**src/rtl/switch_debouncer.sv**
```systemverilog
// switch_debouncer: per-lane two-flop synchronizer followed by a saturating
// debounce counter. A lane's clean level flips only after the synchronized
// input has disagreed with it for DEBOUNCE_CYCLES consecutive cycles.
// Each flip raises a one-cycle registered pulse on that lane.
//
// Ports:
//   clk        - single clock, rising edge
//   reset      - synchronous, active-high
//   sw         - raw asynchronous switch inputs, WIDTH lanes
//   sw_clean   - debounced, synchronized levels
//   sw_changed - one-cycle pulse per lane when sw_clean toggles
//   any_change - OR of sw_changed (combinational from registers)

// One debounce lane: sync1 -> sync2 -> counter/clean/changed.
module switch_debouncer_lane #(
  parameter int DEBOUNCE_CYCLES = 100000,
  parameter int CW              = $clog2(DEBOUNCE_CYCLES + 1)
) (
  input  logic clk,
  input  logic reset,
  input  logic sw,
  output logic clean,
  output logic changed
);
  // Terminal count; reaching it while still disagreeing commits the new level.
  localparam logic [CW-1:0] LAST = CW'(DEBOUNCE_CYCLES - 1);

  logic          sync1, sync2;
  logic [CW-1:0] cnt;

  always_ff @(posedge clk) begin
    if (reset) begin
      sync1   <= 1'b0;
      sync2   <= 1'b0;
      cnt     <= '0;
      clean   <= 1'b0;
      changed <= 1'b0;
    end else begin
      sync1   <= sw;
      sync2   <= sync1;
      changed <= 1'b0;
      if (sync2 == clean) begin
        // Any agreement discards partial progress.
        cnt <= '0;
      end else if (cnt == LAST) begin
        clean   <= sync2;
        cnt     <= '0;
        changed <= 1'b1;
      end else begin
        cnt <= cnt + 1'b1;
      end
    end
  end
endmodule

module switch_debouncer #(
  parameter int DEBOUNCE_CYCLES = 100000,
  parameter int WIDTH           = 7
) (
  input  logic             clk,
  input  logic             reset,
  input  logic [WIDTH-1:0] sw,
  output logic [WIDTH-1:0] sw_clean,
  output logic [WIDTH-1:0] sw_changed,
  output logic             any_change
);
  localparam int CW = (DEBOUNCE_CYCLES < 2) ? 1 : $clog2(DEBOUNCE_CYCLES + 1);

  for (genvar i = 0; i < WIDTH; i++) begin : g_lane
    switch_debouncer_lane #(
      .DEBOUNCE_CYCLES (DEBOUNCE_CYCLES),
      .CW              (CW)
    ) u_lane (
      .clk     (clk),
      .reset   (reset),
      .sw      (sw[i]),
      .clean   (sw_clean[i]),
      .changed (sw_changed[i])
    );
  end

  assign any_change = |sw_changed;
endmodule

```
**config.mk**
```make
export PLATFORM = sky130hd
export DESIGN_NAME = switch_debouncer
export DESIGN_NICKNAME = d
export VERILOG_FILES = /design/src/rtl/switch_debouncer.sv
export SDC_FILE = /design/constraint.sdc
export NUM_CORES = 1
export LEC_CHECK = 0
export ABC_CLOCK_PERIOD_IN_PS = 4700
export BUFFER_PORTS_ARGS = -buffer_cell sky130_fd_sc_hd__clkbuf_2
export CAP_MARGIN = 20
export CORE_UTILIZATION = 50
export DETAILED_ROUTE_END_ITERATION = 10
export GPL_TIMING_DRIVEN = 0
export PLACE_DENSITY = 0.75
export SETUP_SLACK_MARGIN = 0.15
export SYNTH_ARGS = -nofsm -noshare
export SYNTH_HDL_FRONTEND = slang
export SYNTH_SLANG_ARGS = --single-unit
```
**constraint.sdc**
```tcl
create_clock -name clk -period 4.7 [get_ports clk]
set_input_delay 0 -clock clk [delete_from_list [all_inputs] [get_ports clk]]
set_output_delay 0 -clock clk [all_outputs]
set_load 0.01 [all_outputs]
```
==> run summary <==
status - finished, final reports clean
initial drt markers - 285
Most used DFF post-synth - dfxtp_1
Final Cycle Share - 45.99%
Seq cells post-synth - 147
Max clock buf depth - 2
die outline height - 115.3 µm
Commonest cells post-synth - dfxtp_1 (147), nor2_1 (131), xnor2_1 (68), nand3_1 (40), nand4_1 (40)
cell count after placement - 909
worst hold stages - 3
Routed Antenna Nets - 0
Unique masters post-synth - 51
final setup vio count - 0
leakage - 2.411 nW
first-pass GRT wire length - 20.47 mm
R2R cell count - 8
Row Count - 41
unrepaired setup endpoints after global routing - false
r2r setup slk - 2540 ps
synthesis-to-layout area growth - 15.67%
CTS tree - yes
Hold Crit Class - in -> reg
final instance area - 0.007426 mm²
Slew @ Worst Pin - 616.8 ps
Startpoint Class - register
area share of the largest cell type after synthesis - 45.84%
Num CTS Buffers - 17
Crit Path Class - reg -> reg
post-synth net total - 730
overall track demand over capacity in global routing - 19.73%
post-synthesis sequential area ratio - 45.84%
root buffer cell - clkbuf_16
Syn Inst Count - 714
Setup TNS - 0 ps
# IOs - 24
Core Util, Final - 59.08%
area leader, netlist - dfxtp_1
Syn Area/Cell - 8.991 µm²
YS warnings - 0
routed len/inst - 12.59 µm
CTS clk-pin slew, worst paths - 60 ps
worst clock skew - 7.499 ps
DP Area - 0.006750 mm²
largest net degree at the start of global routing - 17
Mapped Area - 0.006420 mm²
Via Count - 4,920
MaxCap Viol Count - 0
post-layout min period - 2161 ps
Async SR Flop Fraction - 0%
Final Hold Viols - 0
Peak VDD IR - 0.2332 mV
min-delay src - sw[1]
Setup crit end kind - register
Post-synth EDFFs - 0
CP required - 5010 ps
number of global-route vias before repair - 4,523
max_slew headroom - 58.50%
Die Width - 115.3 µm
initial antenna violation count - 0
Initial DRT Pass Iterations - 4
drt drc - 0
CTS H-tree depth - 4
Core Region - 0.01257 mm²
total die area - 0.01330 mm²
Power per Cell Area - 354.9 mW/mm²
CP arrival - 2470 ps
Worst-Skew Late Latency - 420 ps
non-filler cells, final - 949
routability cong. - 0.8350
reg2reg start - g_lane[1].u_lane.cnt[0]$_SDFF_PP0_
Post-DP HPWL - 8.499 mm
maximum clock rate - 0.4627 GHz
grt ovf - 0
Starting Density - 51.08%
crit-path max FO - 10
CP startpoint - g_lane[1].u_lane.cnt[0]$_SDFF_PP0_
count leader, synth - dfxtp_1
port bufs - 23
Routed WL - 11.95 mm
dominant cells by area after synthesis - dfxtp_1 (46%), xnor2_1 (9.3%), nor2_1 (7.7%)
antenna diode count - 0
Final Max Tran Viols - 0
CTS Sinks - 147
Final nets - 780
share of layout cells above drive strength 1 - 12.23%
vias per inst - 5.184
## state kept, by name, indices dropped and copies added, names as in the netlist
signal,flops
g_lane.u_lane.cnt,119
g_lane.u_lane.changed,7
g_lane.u_lane.clean,7
g_lane.u_lane.sync1,7
g_lane.u_lane.sync2,7
## metal layers
layer | routed length (µm) | global-route usage, % | vias to the layer above
met4 | 214 | 8.052 | 0
met5 | 0 | 0 | -
met2 | 5634 | 31.38 | 92
met3 | 435 | 6.273 | 17
met1 | 5667 | 24.74 | 2254
li1 | - | - | 2557
## path summary, 6_finish.rpt
path / to
worst max-delay path: g_lane[1].u_lane.cnt[11]$_SDFF_PP0_
worst min-delay path: g_lane[1].u_lane.sync1$_SDFF_PP0_
worst max register to register: g_lane[1].u_lane.cnt[11]$_SDFF_PP0_
worst min register to register: g_lane[0].u_lane.sync2$_SDFF_PP0_
## kinds of logic after synthesis
| kind of cell | after synthesis | share of synthesized area, % |
|---|---|---|
| flip-flops | 147 | 45.84 |
| multiplexers | 4 | 0.6237 |
| AND/OR/NAND/NOR | 371 | 30.89 |
| buffers and inverters | 57 | 4.736 |
| XOR/XNOR | 105 | 14.32 |
| AO/OA/AOI/OAI | 23 | 2.222 |
| adder cells (fa/ha/maj) | 7 | 1.364 |
## report_power, final
group,switching (W),total (W),internal [W]
Clock,0.000548,0.00134,0.000794
Combinational,0.0000188,0.0000355,0.0000167
Sequential,0.00000504,0.00126,0.00125
Total,0.000571,0.00264,0.00206
## cell type report
| cell class | instances | area [µm²] |
|---|---|---|
| fillers | 1079 | 5142 |
| multi-input cells | 510 | 3173 |
| flip-flops and latches | 147 | 2943 |
| clock buffers | 17 | 425.4 |
| plain buffers | 35 | 221.5 |
| well taps | 172 | 215.2 |
| repair buffers | 31 | 195.2 |
| clock inverters | 15 | 170.2 |
| inverters | 22 | 82.58 |
## what timing repair did
| item | 4_1_cts | 5_1_grt |
|---|---|---|
| hold buffers | 8 | 0 |
| setup buffers | 0 | 0 |
| resized for setup | 0 | 0 |
| hold endpoints to repair | 9 | 0 |
## placed cells by master (no fill, tap or decap), drive strengths merged, types with 6 or more instances in the layout
master       Yosys  routed
ha               7       7
inv             22      29
nor3            24      24
and3             8       8
xor2            37      37
and4             8       8
dlygate4sd3      0       8
nand2b           8       8
dfxtp          147     147
nor4            32      32
nor2           131     131
clkbuf          12      52
nand4           42      42
o21ai            6       6
or3              8       8
nor2b           15      15
xnor2           68      68
nand2           28      28
nand3           40      40
or4              8       8
buf             23      23
a21oi            9       9
## worst max-delay path: stages (launching register included)
cell and delay, ps:
dfxtp_1 370, ha_1 210, and4_1 180, clkbuf_1 270, nand4_1 270, nand2b_1 140
clkbuf_1 260, buf_2 280, nor2_1 80
## metrics by stage
stage / hold WS (ps) / total power [W] / setup WS [ps]
final: 323.9 / 0.002636 / 2539
after global placement: 214.4 / 0.001316 / 2594
after detailed placement: 216.3 / 0.001317 / 2538
after floorplan: 128.2 / 0.001305 / 2908
after CTS: 306.8 / 0.002663 / 2531
after global routing: 321.7 / 0.002722 / 2323
Note: power is estimated with default switching activity, not from simulation.
